[src/rtl/bus_ctrl.sv]
// bus_ctrl: single-word req/ack memory controller feeding the fetch/decode stage.
// Fetch reads return on cmdOut/cmdPush, data loads on rdData/rdValid, stores are silent.
// Optional feature macro: BUS_TIMEOUT_EN adds an ACCESS wait counter that aborts
// after TIMEOUT_CYCLES cycles without memAck and sets the sticky busErr flag.
module bus_ctrl #(
    parameter int unsigned TIMEOUT_CYCLES = 255
) (
    input  logic        clk,
    input  logic        nrst,
    input  logic [1:0]  sysMode,
    input  logic        nextRead,
    input  logic        nextWrite,
    input  logic [31:0] pc,
    input  logic [31:0] dataAddr,
    input  logic [31:0] wrData,
    input  logic        errClr,
    output logic [31:0] cmdOut,
    output logic        cmdPush,
    output logic [31:0] rdData,
    output logic        rdValid,
    output logic        busy,
    output logic [31:0] memAddr,
    output logic [31:0] memWdata,
    output logic        memReq,
    output logic        memWe,
    input  logic [31:0] memRdata,
    input  logic        memAck,
    output logic        protoErr,
    output logic        busErr
);

    typedef enum logic [1:0] {IDLE, ACCESS, DONE} state_t;
    typedef enum logic [1:0] {K_FETCH, K_LOAD, K_STORE} kind_t;

    state_t state, state_next;
    kind_t  kind, kind_next;

    logic start_store, start_fetch, start_load, start_any;
    logic proto_set, ack_hit, timeout_hit, finish;
    logic [31:0] capture_data;

    if (TIMEOUT_CYCLES < 1 || TIMEOUT_CYCLES > 255) begin : g_bad_timeout
        $error("bus_ctrl: TIMEOUT_CYCLES must be in 1..255");
    end

    // Request decode: a write wins over a simultaneous read; only legal modes start a transfer.
    assign start_store = (state == IDLE) && nextWrite && (sysMode == 2'b01);
    assign start_fetch = (state == IDLE) && nextRead && !nextWrite && (sysMode == 2'b10);
    assign start_load  = (state == IDLE) && nextRead && !nextWrite && (sysMode == 2'b01);
    assign start_any   = start_store || start_fetch || start_load;

    // Any strobe that does not cleanly start a transfer (busy, bad mode, read+write) is a protocol error.
    assign proto_set = (nextRead || nextWrite) && (!start_any || (nextRead && nextWrite));

    assign ack_hit = (state == ACCESS) && memAck;
    assign finish  = ack_hit || timeout_hit;

    // On timeout the read completes with zero, which the decoder treats as a harmless ADD r0.
    assign capture_data = ack_hit ? memRdata : 32'h0;

`ifdef BUS_TIMEOUT_EN
    localparam logic [7:0] LAST_WAIT = 8'(TIMEOUT_CYCLES - 1);
    logic [7:0] wait_cnt;

    assign timeout_hit = (state == ACCESS) && !memAck && (wait_cnt == LAST_WAIT);

    // Wait-cycle counter: restarts at 0 on every entry into ACCESS.
    always_ff @(posedge clk or negedge nrst) begin
        if (!nrst) begin
            wait_cnt <= '0;
        end else if (state != ACCESS) begin
            wait_cnt <= '0;
        end else if (!memAck) begin
            wait_cnt <= wait_cnt + 8'd1;
        end
    end

    // Sticky timeout flag; a new abort in the same cycle as errClr keeps it set.
    always_ff @(posedge clk or negedge nrst) begin
        if (!nrst) begin
            busErr <= 1'b0;
        end else if (timeout_hit) begin
            busErr <= 1'b1;
        end else if (errClr) begin
            busErr <= 1'b0;
        end
    end
`else
    assign timeout_hit = 1'b0;
    assign busErr      = 1'b0;
`endif

    // State and transaction-kind registers.
    always_ff @(posedge clk or negedge nrst) begin
        // NOTE: sequential state uses non-blocking (<=) so every flop samples pre-edge values.
        if (!nrst) begin
            state <= IDLE;
            kind  <= K_FETCH;
        end else begin
            state <= state_next;
            kind  <= kind_next;
        end
    end

    // Next-state logic: IDLE -> ACCESS on a legal strobe, ACCESS -> DONE on ack/abort, DONE -> IDLE.
    always_comb begin
        // NOTE: defaults first so no path leaves a variable unassigned (no latch).
        state_next = state;
        kind_next  = kind;
        case (state)
            IDLE: begin
                if (start_store) begin
                    state_next = ACCESS;
                    kind_next  = K_STORE;
                end else if (start_fetch) begin
                    state_next = ACCESS;
                    kind_next  = K_FETCH;
                end else if (start_load) begin
                    state_next = ACCESS;
                    kind_next  = K_LOAD;
                end
            end
            ACCESS:  if (finish) state_next = DONE;
            DONE:    state_next = IDLE;
            default: state_next = IDLE;
        endcase
    end

    // Address/data latch on accept, result capture on completion, sticky protocol flag.
    always_ff @(posedge clk or negedge nrst) begin
        if (!nrst) begin
            memAddr  <= '0;
            memWdata <= '0;
            cmdOut   <= '0;
            rdData   <= '0;
            protoErr <= 1'b0;
        end else begin
            if (start_store) begin
                memAddr  <= dataAddr;
                memWdata <= wrData;
            end else if (start_fetch) begin
                memAddr <= pc;
            end else if (start_load) begin
                memAddr <= dataAddr;
            end
            if (finish && kind == K_FETCH) cmdOut <= capture_data;
            if (finish && kind == K_LOAD)  rdData <= capture_data;
            if (proto_set) begin
                protoErr <= 1'b1;
            end else if (errClr) begin
                protoErr <= 1'b0;
            end
        end
    end

    // Handshake outputs decode directly from the registered state, so reset clears them at once.
    assign busy    = (state != IDLE);
    assign memReq  = (state == ACCESS);
    assign memWe   = memReq && (kind == K_STORE);
    assign cmdPush = (state == DONE) && (kind == K_FETCH);
    assign rdValid = (state == DONE) && (kind == K_LOAD);

endmodule

[config.mk]
export PLATFORM = sky130hd
export DESIGN_NAME = bus_ctrl
export DESIGN_NICKNAME = d
export VERILOG_FILES = /design/src/rtl/bus_ctrl.sv
export SDC_FILE = /design/constraint.sdc
export NUM_CORES = 1
export LEC_CHECK = 0
export CAP_MARGIN = 20
export CORE_ASPECT_RATIO = 0.7
export CORE_UTILIZATION = 40
export DETAILED_ROUTE_END_ITERATION = 8
export PLACE_DENSITY = 0.9
export SETUP_SLACK_MARGIN = 0.15
export SLEW_MARGIN = 30
export SYNTH_ARGS = -nofsm -noshare
export SYNTH_HDL_FRONTEND = slang
export SYNTH_SLANG_ARGS = --single-unit
[constraint.sdc]
create_clock -name clk -period 2.35 [get_ports clk]
set_clock_uncertainty 0.2 [all_clocks]
set_input_delay 0.235 -clock clk [delete_from_list [all_inputs] [get_ports clk]]
set_output_delay 0.235 -clock clk [all_outputs]
set_load 0.02 [all_outputs]
Word level (Yosys, flattened, before mapping)
Index checks and enable logic that the tools add are counted.

storage, ports and cells
  register bits = 133
  input port bits = 136
  output and inout bits = 135
  word-level logic and storage cells = 55

operators by class
  equality and inequality tests = 8
  multiplexer cells = 13
  reductions and logical operators = 27

operator list
  kind                                                                      number
  32-bit two-way mux                                                        4
  1-bit logical AND                                                         14
  2-bit two-way mux                                                         6
  2-bit by 1-bit == test with 1-bit output (second input constant)          3
  2-bit == test (second input constant)                                     3
  2-bit logical NOT                                                         2
  1-bit logical OR                                                          4
  4-bit inequality test (second input constant)                             1
  2-bit case mux with 2 select lines                                        1
  2-bit AND reduction                                                       2
  2-bit nonzero test                                                        2
  3-bit nonzero test                                                        1
  1-bit logical NOT                                                         2
  1-bit two-way mux                                                         2
  2-bit by 1-bit inequality test with 1-bit output (second input constant)  1

Logic depth before layout (Yosys ltp)
Gate-level depths: netlist of run 1.

  word-level depth = 10
  gate-level depth with buffers = 7

Worst setup path after synthesis of run 1
Ideal clock, no wire load.

  path kind = flip-flop to output port
  start point = reg state[0]
  end point = out memWe
  arrival time = 1,436 ps
  data required time = 1,915 ps
  slack = 479 ps
  cell stages (with the launch flop) = 3
  buffers on the path = 0
  cells stage by stage = dfrtp_1 -> nor2b_1 -> nor3b_1

between the ends
  cells in the longest elaborated chain, start to end = 2

RTL lines
  what                                      RTL line  source
  start, declared                           35        state_t state, state_next;
  start signal, assigned                    100       state <= state_next;
  2-bit by 1-bit == test with 1-bit output  158       assign memReq = (state == ACCESS);
  net memReq                                24        output logic memReq,
  1-bit logical AND                         159       assign memWe = memReq && (kind == K_STORE);
  end, declared                             25        output logic memWe,

The timed path passes the listed nets, and every way through them passes these cells.

Final worst setup path of run 1
  start point = reg state[0]
  end point = out memWe

between the ends
  cells in the longest elaborated chain, start to end = 2

RTL lines
  what                                      RTL line
  2-bit by 1-bit == test with 1-bit output  158
  1-bit logical AND                         159

Every way passes these cells.

==> impl_summary.md, run 1 <==
Outcome
The flow ran to the end, and the final reports show no timing, DRC or antenna violations.

Power and ir drop
Net switching is 32.29% of the power. The fraction of power consumed by sequential logic is 32.8%. In this run the static leakage power is 4.114 nW. Power spread over the standard cell area amounts to 1240 mW/mm2. The logic gate share of total power is 40.5%. Cell internal power was estimated by the tool at 7.669 mW.

The clock network burns 26.7% of the power. The analysis attributes to net switching a power of 3.658 mW. VDD sags by at most 708.5 uV.

GRT
The initial antenna violation count is 0. The first global-routing pass estimated 23120 um of wire. The overall global routing resource usage is 21.01%. The number of global-route vias before repair is 4571. The pin count of the biggest net entering global routing is 75.

The aggregate global routing overflow is 0.

Detailed routing
The detailed router finished its first iteration with 88 violations. The count of vias placed by the detailed router is 4077. For this run, the detailed router's first-pass iteration total came to 4. The routed wirelength normalized by instance count is 17.07 um. In the routed layout, each cell is associated on average with a via count of 4.774. The remaining routing DRC violations is 0. The remaining antenna violation count is 0. The overall routed net length is 14580 um.

STA
The top achievable clock speed is 472.2 MHz. After layout, the worst setup slack is 232.1 ps. The worst path needs 2118 ps of the cycle, external delays included. The final hold slack is 46.94 ps. The final number of max-transition violations was 0. For the pin with the worst max-slew slack, the measured transition is 536.7 ps. Setup violations remaining at the end of the flow were counted as 0. Setup repair after global routing left no endpoint under its margin.

The final-report hold violation count is 0. Adding up every negative setup slack in the final design gives 0 ps. Measured against its own limit, the worst slew margin works out to 64.22%. Of the available clock period, the critical path in the final layout requires 90.12%.

Placement
Prior to clock tree synthesis, the placed netlist has a worst setup slack of 122.4 ps. The HPWL after detailed placement is 10990 um. The weighted congestion reported at the end of routability-driven placement is 0.8280. The quantity of I/O buffers inserted on ports is 269.

Clocking
TritonCTS created 17 clock buffers. The cell chosen for the clock root is sky130_fd_sc_hd__clkbuf_16. Clock-pin slew was measured on the worst setup and hold paths at 60 ps. The CTS H-tree depth is 4.

The maximum count of clock buffers along a single path is 2. Counting every sink on the clock net gives 133. The clock latency on the worst-skew pair is 390 ps. The post-CTS setup-driven buffer insertion count is 0. TritonCTS built the clock tree.

Yosys
The most area-hungry cell type in the Yosys netlist is sky130_fd_sc_hd__dfrtp_1. During synthesis, Yosys emitted a total of 0 warnings. Synthesis handed over a netlist of 379 instances. The synthesized design contains 133 register bits.

After synthesis, the largest area contributor takes up 60.03% of total cell area. The synthesized area is 0.005544 mm2. Averaged over all synthesized cells, the footprint is 14.63 um2.

The number of nets in the synthesized netlist is 515. After synthesis, the cell types taking the most area are sky130_fd_sc_hd__dfrtp_1, sky130_fd_sc_hd__mux2_2, sky130_fd_sc_hd__mux2_4. The netlist uses 33 different library cells. Of the synthesized area, sequential elements account for 60.03%.

Final layout
The layout overhead on the synthesized area is 64.79%. Once layout is complete, the utilization of the core stands at 68.40%. The share of cells above drive strength 1 is 21.67%. The repair_antennas step left the layout with diodes totalling 0.

At the end of the flow, the number of nets in the layout was 792.

Critical path
The worst path buffer plus inverter count is 1. The delay of the slowest cell on the worst path is 450 ps. The type of the setup path with the least slack is register to output port. The largest fanout on the critical path is 5. STA classifies the critical path startpoint as a register. The data required time of the critical path is 1910 ps. Grouping stages by cell kind, the critical path spends the most delay in simple AND/OR/NAND/NOR gates. The worst setup path is captured at an output port.

At the worst endpoint, the arrival time is 1680 ps. Walking the worst path, the cells encountered are nor2b_1 -> nor3b_1 -> clkdlybuf4s15_1. The worst setup path startpoint is state[0]$_DFFE_PN0P_.

The worst register-to-register path begins at state[0]$_DFFE_PN0P_. The largest individual stage delay along the critical path comes from the cell sky130_fd_sc_hd__dfrtp_1.

Die
From left edge to right edge, the die measures 142.7 um. The number of core rows is 35. The height of the chip is 100.5 um. The floorplan step defined a core boundary enclosing 0.01336 mm2. For this configuration, the core starts out at a cell density of 41.51%. The top-level I/O count is 271. The die footprint is 0.01434 mm2.

Flow run
The max-cap violation count is 0.

Hold path
The path class of the tightest hold or removal check is primary input to asynchronous set/reset pin.
cell usage after synthesis:
master                      number
sky130_fd_sc_hd__a31oi_2         1
sky130_fd_sc_hd__nor3b_2         1
sky130_fd_sc_hd__nor3b_1         1
sky130_fd_sc_hd__a21o_1          1
sky130_fd_sc_hd__mux2_1          3
sky130_fd_sc_hd__mux2_2         63
sky130_fd_sc_hd__nand3_4         1
sky130_fd_sc_hd__a21oi_1        34
sky130_fd_sc_hd__xnor2_1         1
sky130_fd_sc_hd__nand4bb_1       1
sky130_fd_sc_hd__nand3_2         1
sky130_fd_sc_hd__mux2_4         30
sky130_fd_sc_hd__conb_1          1
sky130_fd_sc_hd__nor2_1         32
sky130_fd_sc_hd__nand3b_2        1
sky130_fd_sc_hd__mux2i_1        32
sky130_fd_sc_hd__buf_6           8
sky130_fd_sc_hd__nor3_1          2
sky130_fd_sc_hd__dfrtp_1       133
sky130_fd_sc_hd__inv_2           2
sky130_fd_sc_hd__nor2_4          2
sky130_fd_sc_hd__nor4b_1         1
sky130_fd_sc_hd__o22ai_1         2
sky130_fd_sc_hd__buf_4           4
sky130_fd_sc_hd__nor2b_1         1
sky130_fd_sc_hd__nor4bb_1        1
sky130_fd_sc_hd__inv_1           4
sky130_fd_sc_hd__buf_2           9
sky130_fd_sc_hd__nor3_4          1
sky130_fd_sc_hd__nand3_1         1
sky130_fd_sc_hd__nand4b_1        1
sky130_fd_sc_hd__nand3b_1        2
sky130_fd_sc_hd__a31oi_1         1
layout make-up:
type / instances / area [um2]
tap: 185 / 231.5
fill: 934 / 4220
timing repair buffer: 279 / 2841
clock inverter: 14 / 245.2
sequential: 133 / 3329
inverter: 6 / 22.52
multi-input combinational: 219 / 2037
clock buffer: 18 / 429.2
registers in the layout, summed over array words and instances, names as in the netlist:
signal	count
state	2
memWdata	32
kind	2
cmdOut	32
protoErr	1
rdData	32
memAddr	32
metal layers:
layer	GRT usage [%]	routed length, um	vias to the layer above
met4	7.113	210	0
li1	-	-	1890
met5	0	0	-
met3	7.173	1114	16
met2	36.84	7341	157
met1	24.12	5911	2014
power by group through the flow:
stage | Sequential (mW) | Combinational, mW | Clock (mW)
after global placement | 3.69 | 4.51 | 0
after global routing | 3.83 | 4.83 | 3.20
after floorplan | 4.78 | 1.11 | 0
final | 3.72 | 4.59 | 3.02
after CTS | 3.73 | 4.64 | 3.09
after detailed placement | 3.75 | 4.62 | 0
placed cells by master, fill, tap and decap left out, types with 2 or more instances in the layout:
| cell type | synthesis | layout |
|---|---|---|
| sky130_fd_sc_hd__a21oi_1 | 34 | 34 |
| sky130_fd_sc_hd__inv_6 | 0 | 5 |
| sky130_fd_sc_hd__inv_2 | 2 | 2 |
| sky130_fd_sc_hd__mux2_1 | 3 | 3 |
| sky130_fd_sc_hd__mux2i_1 | 32 | 32 |
| sky130_fd_sc_hd__mux2_4 | 30 | 30 |
| sky130_fd_sc_hd__bufinv_16 | 0 | 6 |
| sky130_fd_sc_hd__nor3_1 | 2 | 2 |
| sky130_fd_sc_hd__dfrtp_1 | 133 | 132 |
| sky130_fd_sc_hd__buf_4 | 4 | 4 |
| sky130_fd_sc_hd__buf_12 | 0 | 6 |
| sky130_fd_sc_hd__dlygate4sd2_1 | 0 | 3 |
| sky130_fd_sc_hd__mux2_2 | 63 | 63 |
| sky130_fd_sc_hd__inv_1 | 4 | 4 |
| sky130_fd_sc_hd__clkbuf_16 | 0 | 17 |
| sky130_fd_sc_hd__nor2_1 | 32 | 32 |
| sky130_fd_sc_hd__clkdlybuf4s50_1 | 0 | 263 |
| sky130_fd_sc_hd__nor2_4 | 2 | 2 |
| sky130_fd_sc_hd__nand3b_1 | 2 | 2 |
| sky130_fd_sc_hd__o22ai_1 | 2 | 2 |
final timing paths:
check	end	slack [ps]	depth (start not counted)
worst max register to register	memWdata[11]$_DFFE_PN0P_	520	5
min in group clk	memWdata[15]$_DFFE_PN0P_	250	2
worst min-delay path	memAddr[7]$_DFFE_PN0P_	50	2
max in group asynchronous	memWdata[7]$_DFFE_PN0P_	1080	3
worst max-delay path	memWe	230	3
worst min register to register	memWdata[7]$_DFFE_PN0P_	290	1
worst register-to-register path, cell delays in order (launching register included):
cell	delay, ps
sky130_fd_sc_hd__dfrtp_1	440
sky130_fd_sc_hd__nor2_4	210
sky130_fd_sc_hd__inv_2	110
sky130_fd_sc_hd__nor2_4	150
sky130_fd_sc_hd__buf_4	230
sky130_fd_sc_hd__mux2_2	370
cells by family after synthesis:
family / after synthesis / synth area share (%)
muxes: 128 / 27.31
xor gates and xnor gates: 1 / 0.1580
other: 1 / 0.06764
and+or+nand+nor: 50 / 5.281
DFF: 133 / 60.03
AOI/OAI and AO/OA: 39 / 3.769
buffers and inverters: 27 / 3.385
per-stage QoR:
| stage | cell area, um2 | total power, mW | std cells |
|---|---|---|---|
| 4_1_cts | 9131 | 11.45 | 854 |
| 5_1_grt | 9136 | 11.86 | 854 |
| 3_3_place_gp | 8452 | 8.203 | 821 |
| 2_1_floorplan | 5544 | 5.893 | 379 |
| 6_report | 9136 | 11.33 | 854 |
| 3_5_place_dp | 8452 | 8.369 | 821 |
repair_timing:
| action | in CTS | in global routing |
|---|---|---|
| hold buffers | 1 | 0 |
| resized for setup | 4 | 3 |
| pin swaps | 0 | 0 |
| endpoints found under the setup margin | 4 | 3 |
| hold endpoints to repair | 133 | 0 |
| gates cloned | 0 | 0 |
No activity file was read; power rests on OpenSTA's default activity.
==> run 2: changes to the inputs <==
--- a/config.mk
+++ b/config.mk
@@ -9,6 +9,7 @@
 export CORE_ASPECT_RATIO = 0.7
 export CORE_UTILIZATION = 40
 export DETAILED_ROUTE_END_ITERATION = 8
+export GPL_TIMING_DRIVEN = 0
 export PLACE_DENSITY = 0.9
 export SETUP_SLACK_MARGIN = 0.15
 export SLEW_MARGIN = 30
==> run 2 against run 1 <==
Sequential power hardly changed. Flip-flop and latch count is the same. Core utilization is 0.27 points lower. Critical path depth shrank 1. Sequential share of layout area up 0.15 points. Wire length increased by 5.0%. Cell area fell by 0.40%. Clock-buffer cell count did not move.
==> impl_summary.md, run 2 (same netlist as run 1, synthesis figures left out) <==
Clocking
The clock tree synthesis step divided the H-tree into 4 levels. Once the clock tree was built, the setup fixing pass inserted 0 buffers. The clock sink count is 133. Clock tree synthesis inserted a total of 17 buffers. TritonCTS built the clock tree. Clock latency on the worst-skew pair, taken at its later pin, is 390 ps. In this run the deepest clock path goes through 2 buffers. The CTS clock-pin slew for the worst setup and hold paths is 60 ps. CTS placed an instance of sky130_fd_sc_hd__clkbuf_16 at the clock tree root.

Detailed routing
After the first detailed-routing iteration, the DRC count stood at 125. For this block, the routed nets add up to 15300 um of wire. The routed wirelength normalized by instance count is 17.67 um. In the routed design, unresolved DRC markers number 0. The routed layout has 4207 vias.

The detail route stage leaves a number of antenna-violating nets equal to 0. The vias per cell is 4.858. The first TritonRoute pass finished after 4 iterations.

GRT
After global routing the overflow that remains totals 0. The number of global-route vias before repair came to 4676. Entering global routing, the biggest net connects 81 pins.

The first global-routing pass estimated 23810 um of wire. The overall global routing resource usage is 21.89%. The initial antenna violation count is 0.

Die
The core area is 0.01336 mm2. The die is 142.7 um wide. The starting density of the core is 41.51%.

The top-level I/O count is 271. The height of the chip is 100.5 um. The floorplan step defined a die boundary enclosing 0.01434 mm2. The floorplan has 35 rows.

Placement
Input and output buffers added on the ports amount to 268. The weighted congestion reported at the end of routability-driven placement is 0.7629. Once detailed placement completed, the half-perimeter wirelength came to 11870 um.

The worst setup timing slack at the placement stage is 89.14 ps. The placed instances occupy a cell area of 0.008491 mm2.

STA
The final-report hold violation count is 0. The share of the clock period used by the worst path after layout is 86.77%. The smallest setup slack after layout is 310.9 ps. Setup repair after global routing left no endpoint under its margin. Timing would allow up to 490.4 MHz.

The final critical delay including setup and external delays is 2039 ps. The setup TNS is 0 ps. The final number of max-transition violations was 0. The setup violation total in the final timing report is 0. The final hold slack is 31.63 ps.

Power and ir drop
Power spread over the standard cell area amounts to 1211 mW/mm2. The worst voltage drop across the vdd grid is 783.3 uV. Sequential cells burn 33.7% of the power.

The share of total power dissipated in the clock network is 24.4%. The logic gate share of total power is 41.9%. The proportion of total power due to net switching is 33.36%. Summed over all cells, the static leakage comes to 4.120 nW. The analysis attributes to net switching a power of 3.678 mW.

The internal portion of the total power is 7.346 mW.

Final layout
The library cells used most frequently in the layout, excluding fill and tap cells, are sky130_fd_sc_hd__clkdlybuf4s50_1, sky130_fd_sc_hd__dfrtp_1, sky130_fd_sc_hd__mux2_2. Compared with the post-synthesis result, the final layout area differs by 64.14%. The count of inserted antenna diode cells is 0. The finished cells cover 0.009100 mm2. The count of filler cells inserted in the layout is 967. The share of cells above drive strength 1 is 23.35%. The multi-input combinational cells in the finished layout cover a total of 0.002028 mm2. The most common library cell in the layout ignoring fill and taps is sky130_fd_sc_hd__clkdlybuf4s50_1.

The count of nets after finishing is 804. In the final layout, flip-flops and latches occupy 0.003329 mm2.

Hold path
The end point of the worst hold path is kind[0]$_DFFE_PN0P_. The launch point of the worst hold path is sysMode[0]. In this run the worst hold path is classified as primary input to register.

The instance count along the most critical hold path is 3.

Critical path
The kind of start point of the critical path is a register. The critical path is of the register to output port type. The largest fanout on the critical path is 7. The kind of end point of the critical path is an output port. The worst register-to-register path ends at memWdata[3]$_DFFE_PN0P_. The logic depth of the worst register-to-register path is 5. The worst endpoint data arrival time is 1600 ps. Data on the critical path is required at its endpoint by 1910 ps.

The worst register-to-register path begins at state[0]$_DFFE_PN0P_. The worst register-to-register path has a setup slack of 410 ps.

Flow run
The max-cap violation count is 0.

Outcome
The flow ran to the end, and the final reports show no timing, DRC or antenna violations.
-- run 2: layer usage --
layer / track usage, % / vias up / wire length (um)
li1: - / 1914 / -
met1: 25.32 / 2105 / 6167
met2: 38.08 / 166 / 7675
met3: 7.838 / 22 / 1214
met4: 6.948 / 0 / 244
met5: 0 / - / 0
-- run 2: worst max path at each step --
stage	from	end	slack, ps	depth (start not counted)
after CTS	state[0]$_DFFE_PN0P_	busy	180	3
after global routing	state[0]$_DFFE_PN0P_	memWe	220	3
after detailed placement	sysMode[1]	memWdata[3]$_DFFE_PN0P_	90	5
after floorplan	state[0]$_DFFE_PN0P_	memWe	480	2
final	kind[0]$_DFFE_PN0P_	rdValid	310	2
after global placement	nrst	rdData[3]$_DFFE_PN0P_	-4000	1
-- run 2: stage by stage --
step	utilization (%)	total power, mW	instances
after floorplan	-	5.893	379
after global placement	63.33	8.207	832
after detailed placement	63.57	8.393	833
after CTS	68.14	11.14	866
after global routing	68.13	11.53	866
final	68.13	11.02	866
-- run 2: layout make-up --
cell class                 count  share of cell area, %
sequential                   133                  36.59
clock buffer                  18                  4.716
inverter                       6                 0.2475
clock inverter                14                  1.925
multi-input combinational    219                  22.29
buffer                        21                  1.815
timing repair buffer         270                  29.88
tap                          185                  2.544
-- run 2: timing repair --
action	in CTS	in global routing
hold buffers	1	0
resized for setup	5	4
hold endpoints to repair	106	0
setup endpoints to repair	4	2
-- run 2: critical path: stages, from the launching register on --
cell                            delay [ps]
sky130_fd_sc_hd__dfrtp_2               470
sky130_fd_sc_hd__nor4bb_1              340
sky130_fd_sc_hd__dlygate4sd2_1         400
-- run 2: power by group through the flow --
stage / combinational, mW / sequential [mW] / clock (mW)
floorplan: 1.11 / 4.78 / 0
global placement: 4.53 / 3.67 / 0
detailed placement: 4.65 / 3.74 / 0
CTS: 4.66 / 3.72 / 2.76
global route: 4.85 / 3.82 / 2.85
finish: 4.62 / 3.71 / 2.69
==> run 3: changes to the inputs <==
--- a/config.mk
+++ b/config.mk
@@ -7,6 +7,7 @@
 export LEC_CHECK = 0
 export CAP_MARGIN = 20
 export CORE_ASPECT_RATIO = 0.7
+export CORE_MARGIN = 2
 export CORE_UTILIZATION = 40
 export DETAILED_ROUTE_END_ITERATION = 8
 export GPL_TIMING_DRIVEN = 0
==> run 3 against run 2 <==
Sequential power hardly changed. Clock-buffer cell count is 2 higher. Cell area hardly changed. First-iteration DRC count is 10% lower. Combinational power hardly changed. Final cell count is 0.12% higher. Highest routed layer unchanged. Core utilization hardly changed.
==> impl_summary.md, run 3 (same netlist as run 1, synthesis figures left out) <==
Outcome
The flow ran to the end, and the final reports show no timing, DRC or antenna violations.

STA
Setup repair after global routing left no endpoint under its margin. Static timing analysis puts the maximum clock frequency at 479.6 MHz. The worst path uses 88.73% of the clock period. The worst path needs 2085 ps of the cycle, external delays included. The final-report hold violation count is 0. Setup violations remaining at the end of the flow were counted as 0. The final number of max-transition violations is 0.

Clocking
The CTS clock-pin slew for the worst setup and hold paths is 60 ps. The clock sink count is 133. TritonCTS created 17 clock buffers. The CTS H-tree depth is 4.

The maximum count of clock buffers along a single path is 2. The clock latency on the worst-skew pair is 400 ps. The clock tree from TritonCTS is done.

The cell chosen for the clock root is sky130_fd_sc_hd__clkbuf_16.

Power and ir drop
In this run switching power makes up 33.12% of total power. The power per unit of standard cell area is 1209 mW/mm2. The logic gate share of total power is 42.0%. The post-route total power is 11.01 mW. The worst voltage drop across the vdd grid is 655.1 uV. The internal power consumption is 7.365 mW. For this design the total switching power over the nets is 3.648 mW. The analysis attributes to cell leakage a power of 4.124 nW. Sequential cells burn 33.7% of the power. Of the total power, the clock network draws 24.3%.

Detailed routing
The detailed router finished its first iteration with 112 violations. In this run the remaining antenna-violating nets after routing total 0. The overall routed net length is 15480 um.

The count of vias placed by the detailed router is 4140. The routed wirelength normalized by instance count is 17.85 um. Before antenna repair, the detailed router went through 5 iterations. For this run, design rule violations remaining after detail routing come to 0. Dividing the detail-routed via count by the number of cells gives 4.775.

Hold path
The worst hold path belongs to the class primary input to asynchronous set/reset pin.

Final layout
The share of cells above drive strength 1 is 23.17%. The count of inserted antenna diode cells is 0. Cells fill 68.18% of the core in the end. The count of nets after finishing is 805. The area growth from synthesis to layout is 64.25%. The top cell types in the final layout, fill and taps aside, are sky130_fd_sc_hd__clkdlybuf4s50_1, sky130_fd_sc_hd__dfrtp_1, sky130_fd_sc_hd__mux2_2. The most common library cell in the layout ignoring fill and taps is sky130_fd_sc_hd__clkdlybuf4s50_1.

Die
271 I/O pins were placed. The floorplan has 35 rows. The die footprint is 0.01483 mm2. The starting density of the core is 41.51%. The die span in x is 144.7 um. The core area is 0.01336 mm2. In this run the vertical extent of the chip is 102.5 um.

Critical path
The type of the setup path with the least slack is register to output port. The largest fanout on the critical path is 7. The kind of end point of the critical path is an output port. The kind of start point of the critical path is a register.

The data required time of the critical path is 1910 ps. Data on the critical path arrives at its endpoint at 1650 ps.

GRT
Entering global routing, the biggest net connects 71 pins. The number of global-route vias before repair came to 4551. The overall global routing resource usage is 21.12%. The aggregate global routing overflow is 0. The initial antenna violation count is 0. The first global-routing pass estimated 23840 um of wire.

Placement
At the end of routability-driven placement, the weighted congestion stood at 0.7867. Summed over all nets, the half-perimeter wirelength after detailed placement is 11960 um. Port buffering added 268 buffers.

Flow run
The max-cap violation count is 0.
## run 3: final cells by class
class | instances | area (um2)
clock buffer | 20 | 446.7
timing repair buffer | 271 | 2729
sequential | 133 | 3329
buffer | 21 | 165.2
multi-input combinational | 219 | 2028
inverter | 6 | 22.52
tap | 185 | 231.5
fill | 959 | 4250
clock inverter | 12 | 153.9
## run 3: worst paths after layout
check / slack, ps / cells after the start / end / from
worst max-delay path: 260 / 2 / cmdPush / kind[0]$_DFFE_PN0P_
worst min-delay path: 170 / 2 / memAddr[7]$_DFFE_PN0P_ / nrst
worst max register to register: 410 / 5 / memWdata[4]$_DFFE_PN0P_ / state[0]$_DFFE_PN0P_
worst min register to register: 300 / 1 / memWdata[9]$_DFFE_PN0P_ / memWdata[9]$_DFFE_PN0P_
max in group asynchronous: 1050 / 3 / cmdOut[0]$_DFFE_PN0P_ / nrst
min in group clk: 240 / 2 / protoErr$_DFFE_PN0P_ / errClr
## run 3: routing by layer
metal  up-vias  global-route usage [%]  part of all wire (%)
met5         -                       0                     0
met4         0                   5.004                  0.55
met3         8                   9.011                   8.8
met2       171                   36.06                    49
met1      2055                   25.09                    41
li1       1906                       -                     -
## run 3: through the flow
stage / setup TNS (ps) / cell area, um2 / hold WS, ps / instances / setup slack, ps
4_1_cts: 0 / 9107 / 166.8 / 867 / 170.6
2_1_floorplan: 0 / 5544 / -260.6 / 379 / 479.1
6_report: 0 / 9106 / 166.3 / 867 / 264.9
5_1_grt: 0 / 9106 / 194.9 / 867 / 212.1
3_3_place_gp: -544760 / 8458 / 269.7 / 832 / -4110
3_5_place_dp: 0 / 8491 / 9.782 / 833 / 62.63
## run 3: power by group through the flow
stage | Sequential (mW) | Combinational [mW] | Clock [mW]
3_3_place_gp | 3.67 | 4.56 | 0
4_1_cts | 3.72 | 4.68 | 2.73
2_1_floorplan | 4.78 | 1.11 | 0
6_report | 3.72 | 4.62 | 2.67
3_5_place_dp | 3.74 | 4.66 | 0
5_1_grt | 3.84 | 4.89 | 2.85
## run 3: worst max-delay path, stage by stage (launching register included)
cell,delay [ps]
sky130_fd_sc_hd__dfrtp_2,480
sky130_fd_sc_hd__nor4b_1,370
sky130_fd_sc_hd__dlygate4sd2_1,400
## run 3: repair_timing
action | CTS | global route
hold buffers | 2 | 0
cloned | 0 | 0
setup endpoints to repair | 4 | 2
hold endpoints to repair | 64 | 0
gates resized for setup | 5 | 4
pin swaps | 0 | 0
buffers inserted | 0 | 0
